===== src/rtl/outbuf_pingpong_ctrl_pkg.sv =====
// Shared types and width helpers for the output-buffer ping-pong sequencer.
package outbuf_pingpong_ctrl_pkg;

    localparam int DST_IMG_WIDTH_DEF  = 4096;
    localparam int DST_IMG_HEIGHT_DEF = 2160;
    localparam int LINES_PER_BUF_DEF  = 4;

    typedef enum logic [1:0] {
        BUF_EMPTY   = 2'd0,
        BUF_FILLING = 2'd1,
        BUF_FULL    = 2'd2
    } buf_state_e;

    typedef enum logic [1:0] {
        ST_IDLE = 2'd0,
        ST_RUN  = 2'd1,
        ST_DONE = 2'd2
    } fsm_state_e;

    // Address width for a count of n, never narrower than one bit.
    function automatic int addr_w(input int n);
        return (n > 1) ? $clog2(n) : 1;
    endfunction

    localparam int COL_W = addr_w(DST_IMG_WIDTH_DEF);
    localparam int ROW_W = addr_w(DST_IMG_HEIGHT_DEF);
    localparam int LN_W  = addr_w(LINES_PER_BUF_DEF);

endpackage


===== src/rtl/outbuf_pingpong_ctrl_pos.sv =====
// Column/line/row position counter with band-end and frame-end flags;
// one instance tracks the writer, another the reader.
module outbuf_pos_cnt #(
    parameter int W     = 4096,
    parameter int H     = 2160,
    parameter int L     = 4,
    parameter int COL_W = 12,
    parameter int ROW_W = 12,
    parameter int LN_W  = 2
) (
    input  logic             clk,
    input  logic             rst_n,
    input  logic             clear,
    input  logic             step,
    output logic [COL_W-1:0] col,
    output logic [LN_W-1:0]  line,
    output logic             band_end,
    output logic             frame_end
);

    logic [COL_W-1:0] col_q, col_d;
    logic [LN_W-1:0]  line_q, line_d;
    logic [ROW_W-1:0] row_q, row_d;
    logic             row_eol;
    logic             line_last;
    logic             row_last;

    assign row_eol   = (col_q == COL_W'(W - 1));
    assign line_last = (line_q == LN_W'(L - 1));
    assign row_last  = (row_q == ROW_W'(H - 1));
    assign band_end  = row_eol & (line_last | row_last);
    assign frame_end = row_eol & row_last;
    assign col       = col_q;
    assign line      = line_q;

    always_comb begin
        // NOTE: every target gets a default first so no path can infer a latch.
        col_d  = col_q;
        line_d = line_q;
        row_d  = row_q;
        if (clear) begin
            col_d  = '0;
            line_d = '0;
            row_d  = '0;
        end else if (step) begin
            if (!row_eol) begin
                col_d = col_q + 1'b1;
            end else begin
                col_d = '0;
                if (frame_end) begin
                    line_d = '0;
                    row_d  = '0;
                end else begin
                    line_d = band_end ? '0 : line_q + 1'b1;
                    row_d  = row_q + 1'b1;
                end
            end
        end
    end

    // NOTE: non-blocking assignments so every flop samples pre-edge values.
    always_ff @(posedge clk or negedge rst_n) begin
        if (!rst_n) begin
            col_q  <= '0;
            line_q <= '0;
            row_q  <= '0;
        end else begin
            col_q  <= col_d;
            line_q <= line_d;
            row_q  <= row_d;
        end
    end

endmodule


===== src/rtl/outbuf_pingpong_ctrl.sv =====
// Ping-pong output buffer sequencer: frame FSM, per-buffer state and
// read/write buffer selects steering the external line RAMs.
module outbuf_pingpong_ctrl
    import outbuf_pingpong_ctrl_pkg::*;
#(
    parameter int DST_IMG_WIDTH  = DST_IMG_WIDTH_DEF,
    parameter int DST_IMG_HEIGHT = DST_IMG_HEIGHT_DEF,
    parameter int LINES_PER_BUF  = LINES_PER_BUF_DEF,
    localparam int COL_W_P = addr_w(DST_IMG_WIDTH),
    localparam int ROW_W_P = addr_w(DST_IMG_HEIGHT),
    localparam int LN_W_P  = addr_w(LINES_PER_BUF)
) (
    input  logic               clk,
    input  logic               rst_n,
    input  logic               frame_start,
    input  logic               wr_valid,
    output logic               wr_ready,
    output logic               wr_bufsel,
    output logic [LN_W_P-1:0]  wr_line,
    output logic [COL_W_P-1:0] wr_col,
    output logic               rd_avail,
    input  logic               rd_take,
    output logic               rd_bufsel,
    output logic [LN_W_P-1:0]  rd_line,
    output logic [COL_W_P-1:0] rd_col,
    output logic               rd_eol,
    output logic               frame_done,
    output logic               busy
);

    fsm_state_e state_q, state_d;
    buf_state_e buf_q [2];
    buf_state_e buf_d [2];
    logic       wr_sel_q, wr_sel_d;
    logic       rd_sel_q, rd_sel_d;
    logic       wr_done_q, wr_done_d;
    logic       start_clr, wr_fire, rd_fire;
    logic       wr_band_end, wr_frame_end, rd_band_end, rd_frame_end;

    outbuf_pos_cnt #(
        .W(DST_IMG_WIDTH), .H(DST_IMG_HEIGHT), .L(LINES_PER_BUF),
        .COL_W(COL_W_P), .ROW_W(ROW_W_P), .LN_W(LN_W_P)
    ) u_wr_pos (
        .clk(clk), .rst_n(rst_n), .clear(start_clr), .step(wr_fire),
        .col(wr_col), .line(wr_line),
        .band_end(wr_band_end), .frame_end(wr_frame_end)
    );

    outbuf_pos_cnt #(
        .W(DST_IMG_WIDTH), .H(DST_IMG_HEIGHT), .L(LINES_PER_BUF),
        .COL_W(COL_W_P), .ROW_W(ROW_W_P), .LN_W(LN_W_P)
    ) u_rd_pos (
        .clk(clk), .rst_n(rst_n), .clear(start_clr), .step(rd_fire),
        .col(rd_col), .line(rd_line),
        .band_end(rd_band_end), .frame_end(rd_frame_end)
    );

    assign wr_bufsel = wr_sel_q;
    assign rd_bufsel = rd_sel_q;
    assign rd_eol    = (rd_col == COL_W_P'(DST_IMG_WIDTH - 1));

    always_comb begin
        state_d    = state_q;
        buf_d      = buf_q;
        wr_sel_d   = wr_sel_q;
        rd_sel_d   = rd_sel_q;
        wr_done_d  = wr_done_q;
        start_clr  = 1'b0;
        wr_ready   = 1'b0;
        rd_avail   = 1'b0;
        wr_fire    = 1'b0;
        rd_fire    = 1'b0;
        busy       = 1'b0;
        frame_done = 1'b0;
        case (state_q)
            ST_IDLE: begin
                if (frame_start) begin
                    state_d   = ST_RUN;
                    start_clr = 1'b1;
                    buf_d[0]  = BUF_EMPTY;
                    buf_d[1]  = BUF_EMPTY;
                    wr_sel_d  = 1'b0;
                    rd_sel_d  = 1'b0;
                    wr_done_d = 1'b0;
                end
            end
            ST_RUN: begin
                busy     = 1'b1;
                wr_ready = !wr_done_q && (buf_q[wr_sel_q] != BUF_FULL);
                rd_avail = (buf_q[rd_sel_q] == BUF_FULL);
                wr_fire  = wr_valid & wr_ready;
                rd_fire  = rd_take & rd_avail;
                // Writer and reader always own different buffers, so both updates can land.
                if (wr_fire) begin
                    if (wr_band_end) begin
                        buf_d[wr_sel_q] = BUF_FULL;
                        wr_sel_d        = ~wr_sel_q;
                        wr_done_d       = wr_frame_end;
                    end else begin
                        buf_d[wr_sel_q] = BUF_FILLING;
                    end
                end
                if (rd_fire && rd_band_end) begin
                    buf_d[rd_sel_q] = BUF_EMPTY;
                    rd_sel_d        = ~rd_sel_q;
                    if (rd_frame_end) begin
                        state_d = ST_DONE;
                    end
                end
            end
            ST_DONE: begin
                frame_done = 1'b1;
                state_d    = ST_IDLE;
            end
            default: state_d = ST_IDLE;
        endcase
    end

    always_ff @(posedge clk or negedge rst_n) begin
        if (!rst_n) begin
            state_q   <= ST_IDLE;
            buf_q[0]  <= BUF_EMPTY;
            buf_q[1]  <= BUF_EMPTY;
            wr_sel_q  <= 1'b0;
            rd_sel_q  <= 1'b0;
            wr_done_q <= 1'b0;
        end else begin
            state_q   <= state_d;
            buf_q     <= buf_d;
            wr_sel_q  <= wr_sel_d;
            rd_sel_q  <= rd_sel_d;
            wr_done_q <= wr_done_d;
        end
    end

endmodule


===== config.mk =====
export PLATFORM = sky130hd
export DESIGN_NAME = outbuf_pingpong_ctrl
export DESIGN_NICKNAME = d
export VERILOG_FILES = /design/src/rtl/outbuf_pingpong_ctrl_pkg.sv /design/src/rtl/outbuf_pingpong_ctrl_pos.sv /design/src/rtl/outbuf_pingpong_ctrl.sv
export SDC_FILE = /design/constraint.sdc
export NUM_CORES = 1
export LEC_CHECK = 0
export ABC_CLOCK_PERIOD_IN_PS = 1900
export CAP_MARGIN = 20
export CORE_ASPECT_RATIO = 1.25
export CORE_MARGIN = 5
export CORE_UTILIZATION = 51
export CTS_CLUSTER_DIAMETER = 150
export DETAILED_ROUTE_END_ITERATION = 8
export PLACE_DENSITY = 0.77
export SYNTH_ARGS = -nofsm -noshare
export SYNTH_HDL_FRONTEND = slang
export SYNTH_SLANG_ARGS = --single-unit

===== constraint.sdc =====
create_clock -name clk -period 1.9 [get_ports clk]
set_input_delay 0.38 -clock clk [delete_from_list [all_inputs] [get_ports clk]]
set_output_delay 0.38 -clock clk [all_outputs]
set_load 0.1 [all_outputs]

Yosys cells after proc, flatten, opt, wreduce, memory -nomap -nowiden. Cells that the tools add are included.

Bits in registers: 61. Bits of input ports: 5. Latch bits: 0. Memory bits (read-only): 0. Memory bits (writable): 0. Word-level logic and storage cells: 135. Output and inout bits: 35. Memories kept: 0.

Shifts and indexed selects: 0. Multipliers: 0. Bitwise logic cells: 20. Order comparisons: 4. Div/mod/pow operators: 0. Mux-type cells: 61. Reductions and logical operators: 17. Equal/unequal tests: 15. Add/sub/neg operators: 6.

Operators with widths (number): 12-bit two-way mux (14); 12-bit by 1-bit adder with 12-bit output, second input constant (4); 12-bit equality test, second input constant (4); 2-bit two-way mux (21); 4-bit two-way mux (5); 1-bit two-way mux (14); 2-bit inequality test, second input constant (5); 2-bit nonzero test (5); 2-bit equality test, second input constant (4); 4-bit one-hot mux with 2 select lines (1); 1-bit AND (6); 1-bit one-hot mux with 2 select lines (3); 2-bit AND reduction (3); 3-bit AND reduction (2); 2-bit by 1-bit adder with 2-bit output, second input constant (2); 2-bit AND (2); 4-bit AND (1); 2-bit demux with 1-bit select (2); 2-bit greater-or-equal comparator, second input constant (2); 1-bit logical AND (4); 2-bit by 1-bit < comparator with 1-bit output, second input constant (2); 1-bit inverter with 2-bit output (2); 2-bit inverter (2); 4-bit inverter (1); 9 further kinds (12).

Longest topological paths before layout.
Word-level depth: 13. Depth in mapped cells: 9. Gate-level depth less buffers: 6.

Cells and area by module. From an unflattened synthesis, not the netlist that was laid out.

Cell total of the unflattened synthesis: 396. Area, all modules: 3611.0 um^2.

By module, submodules not included: outbuf_pos_cnt at u_wr_pos (cells each 170, times used 1, sequential area each 650.6 um^2, area each 1530.2 um^2); outbuf_pos_cnt at u_rd_pos (cells each 161, times used 1, sequential area each 650.6 um^2, area each 1465.2 um^2); outbuf_pingpong_ctrl (cells each 65, times used 1, sequential area each 225.2 um^2, area each 615.6 um^2).

Least setup slack after synthesis. OpenSTA, ideal clock, no wires.

Path type: register to register. Start point: register rd_sel_q, in the netlist rd_bufsel. End point: register u_rd_pos.row_q[10]. Library setup time: 81 ps. Clock period less this slack: 3919 ps. Arrival: 3838 ps. Data required time: 1819 ps. Slack: -2019 ps. Buffers on the path: 0. Stages on the path, launching flop included: 6. Path through: dfrtp_1 or3b_4 a21oi_1 a21oi_2 or4_1 a21oi_1.

Longest elaborated chain between the ends: 9.

Ends and longest elaborated chain: start, declared (RTL line outbuf_pingpong_ctrl.sv:35) `logic rd_sel_q, rd_sel_d;`; start signal, assigned (RTL line outbuf_pingpong_ctrl.sv:131) `rd_sel_q <= rd_sel_d;`; 1-bit inverter with 2-bit output (implied by the code) (RTL line outbuf_pingpong_ctrl.sv:90) `rd_avail = (buf_q[rd_sel_q] == BUF_FULL);`; 2-bit two-way mux (implied by the code) (3 in series) (RTL line outbuf_pingpong_ctrl.sv:90); 2-bit equality test (RTL line outbuf_pingpong_ctrl.sv:90); 1-bit AND (RTL line outbuf_pingpong_ctrl.sv:92) `rd_fire = rd_take & rd_avail;`; 1-bit two-way mux (RTL line outbuf_pingpong_ctrl.sv:75) `case (state_q)`; 2-bit nonzero test (no line); 2-bit AND reduction (no line); end signal, assigned (RTL line outbuf_pingpong_ctrl_pos.sv:70) `row_q <= row_d;`; end, declared (RTL line outbuf_pingpong_ctrl_pos.sv:23) `logic [ROW_W-1:0] row_q, row_d;`.

Every way passes these cells. The select of a mux whose other input is x is not followed. A chain may end at the register's enable or synchronous reset.

Final worst setup path.
Start point: register rd_sel_q, in the netlist rd_bufsel. End point: output port rd_avail.

Longest elaborated chain between the ends: 6.

Ends and longest elaborated chain: 1-bit inverter with 2-bit output (implied by the code) (RTL line outbuf_pingpong_ctrl.sv:90); 2-bit two-way mux (implied by the code) (3 in series) (RTL line outbuf_pingpong_ctrl.sv:90); 2-bit equality test (RTL line outbuf_pingpong_ctrl.sv:90); 1-bit two-way mux (RTL line outbuf_pingpong_ctrl.sv:75); end, declared (RTL line outbuf_pingpong_ctrl.sv:21) `output logic rd_avail,`.

Every way passes these cells. The select of a mux whose other input is x is not followed.

==> out/qor.txt <==
Final Max Tran Viols = 0
Area growth syn-to-layout = 64.9%
Rel. slew slack = 72.3%
Sinks on Clock Net = 61
unrepaired setup endpoints after global routing = true
Fin Setup TNS = -4950 ps
simple-gate share of the synthesized area = 27.6%
Peak Freq = 451 MHz
total core area = 0.00652 sq mm
hold crit path type = in -> async
Initial Util = 52.2%
Final period util = 117%
status = finished, violations left
Crit path top cell by count = buf_6
Static Leak = 2.46 nW
min setup slack post-route = -319 ps
P per Cell Area = 869 mW/mm^2
nature of the critical path endpoint = output port
global-route wire length before repair = 18,400 um
Final Critical Period = 2220 ps
Syn Area/Cell = 9.62 sq um
I/O pin count = 40
slowest stage cell, crit path = dfrtp_4
Clock Path Buffers = 2
largest family of logic cells by synthesized area = simple AND/OR/NAND/NOR gates
total grt overflow = 0
CTS tree = yes
final layout net count = 508
Hold Vio Cnt, Final = 0
layout cells sized above 1 = 48.6%
fill count = 314
DRT Wirelength = 12,000 um
worst path cell trace = or3b_4 > buf_6 > a21oi_4 > buf_6 > buf_12
hold_buf cts = 0
Routability Congestion = 0.863
Final Skew = 12.5 ps
cts bufs inserted = 9
Seq/Total Area, Yosys = 44.8%
Post-Syn Area = 0.00340 sq mm
DRC Markers = 0
post-synthesis compound-gate area fraction = 16.1%
Final Setup Violations = 33
vias after detailed routing = 3,692
CTS Root Cell = clkbuf_8
DRT Pass-1 Iters = 5
Syn Inst Count = 354
YS warnings = 0
WS Path Type = reg -> out
Crit path largest cell delay = 490 ps
distinct cell type count after synthesis = 56
register bit count reported by yosys = 61
GRT Total Usage = 27.5%
Final Util = 86.1%
Cell Rows = 33
failing checks = setup timing
Worst Path Required = 1520 ps
Worst-path clk slew = 80 ps
Post-synth EDFFs = 0
Iter 0 DRT Violations = 322
VDD IR-drop max = 1.02 mV
Via density = 6.27
Syn Nets = 365
Primary FF master, synth = dfrtp_1
CP max FO = 2
number of I/O port buffers = 39
multiplexer share of the synthesized area = 0.956%
largest net degree at the start of global routing = 62
WL per Instance = 20.4 um
H-Tree Depth = 3
clk_lat worst skew = 360 ps
max-cap check violation count = 0
Synth Area in Adders = 2.21%
asr flop ratio synth = 100%
die area = 0.00842 sq mm
vias in the first global route = 3,792
WP data arrival = 1840 ps
die width = 83.1 um
CP Launch Type = flop
Die Height = 101 um
Slew @ Worst Pin = 414 ps
DP HPWL = 6990 um
Synth Area in XOR/XNOR = 5.66%
Post-DRT Antenna Nets = 0
number of diodes = 0
initial antenna violation count = 0
cell families after synthesis:
logic type      after synthesis
compound gates               81
xor+xnor                     22
fa+ha+maj                     6
buf+inv                      20
flops                        61
mux                           3
simple gates                161
timing repair:
action                     CTS  global route
setup endpoints to repair   42            50
pin swaps                   32             8
cloned                       0             1
resized for setup           33            19
buffers inserted            11            17
cell type report:
cell class / instances / area (sq um) / area share (%)
Tap cell: 87 / 109 / 1.94
Multi-Input combinational cell: 274 / 2070 / 36.9
Clock inverter: 5 / 75.1 / 1.34
Sequential cell: 61 / 1610 / 28.6
Clock buffer: 11 / 141 / 2.52
Inverter: 9 / 37.5 / 0.668
Timing Repair Buffer: 142 / 1580 / 28.1
synth_stat cells (all sizes together) (7+ instances only):
library cell | number | area, sq um
dfrtp | 61 | 1530
nand2 | 35 | 131
nor2 | 35 | 131
a21oi | 27 | 146
o21ai | 22 | 110
nand3 | 17 | 85.1
xnor2 | 15 | 131
inv | 9 | 33.8
and3 | 8 | 50.1
nand4 | 8 | 71.3
nor3 | 8 | 45.0
o31ai | 7 | 52.6
or3 | 7 | 43.8
xor2 | 7 | 61.3
worst paths after layout:
kind	startpoint	endpoint	slack, ps	depth (start not counted)
max	rd_bufsel	rd_avail	-320	5
max reg2reg	rd_bufsel	u_rd_pos.col[9]	-280	6
min in group clk	u_wr_pos.row_q[0]	u_wr_pos.row_q[0]	530	1
min reg2reg	u_wr_pos.row_q[0]	u_wr_pos.row_q[0]	530	1
max in group asynchronous	rst_n	u_rd_pos.col[0]	1560	2
min	rst_n	u_wr_pos.col[6]	6	2
through the flow:
step	std cells	setup WS, ps	cell area, sq um	hold slack [ps]	power (mW)
2_1_floorplan	354	-1300	3590	84.4	2.65
3_3_place_gp	544	-278	4950	412	3.36
3_5_place_dp	544	-328	4950	418	3.42
4_1_cts	571	-295	5410	39.8	4.72
5_1_grt	589	-351	5620	39.3	5.06
6_report	589	-319	5620	6.18	4.88
power by group:
group          internal (mW)  total (mW)  switching [mW]
registers               1.47        1.60           0.135
clock network          0.769        1.34           0.571
logic                  0.740        1.93            1.19
total                   2.98        4.88            1.90
registers in the layout (all words and copies together) (netlist names):
name and count:
wr_done_q 1, buf_q 4, rd_bufsel 1, u_wr_pos.line 2
u_rd_pos.line 2, u_rd_pos.col 12, wr_bufsel 1, state_q 2
u_rd_pos.row_q 12, u_wr_pos.col 12, u_wr_pos.row_q 12
metal layers:
metal  track usage [%]  up-vias  wire [um]
met3              5.13       75        769
met4              17.4        0        819
met5                 0        -          0
met1              28.0     1819       4110
met2              51.9      209       6330
li1                  -     1589          -
layout by cell type (no fill, tap or decap), types with 7 or more instances in the layout:
cell type	count
o31ai_1	7
a21oi_1	16
buf_6	11
buf_12	37
dfrtp_1	36
xor2_1	7
o21ai_1	10
nand2_1	31
dfrtp_4	19
a21oi_2	10
and3_1	7
nand3_1	15
xnor2_1	15
clkbuf_8	10
o21ai_0	7
inv_1	8
buf_4	90
nor2_1	33
critical path: cells and delay by family, from the launching register on:
kind	cells	cell delay, ps
AND/OR/NAND/NOR	1	420
buffers and inverters	3	420
flip-flops	1	490
AO/OA/AOI/OAI	1	140
No activity file was read; power rests on OpenSTA's default activity.
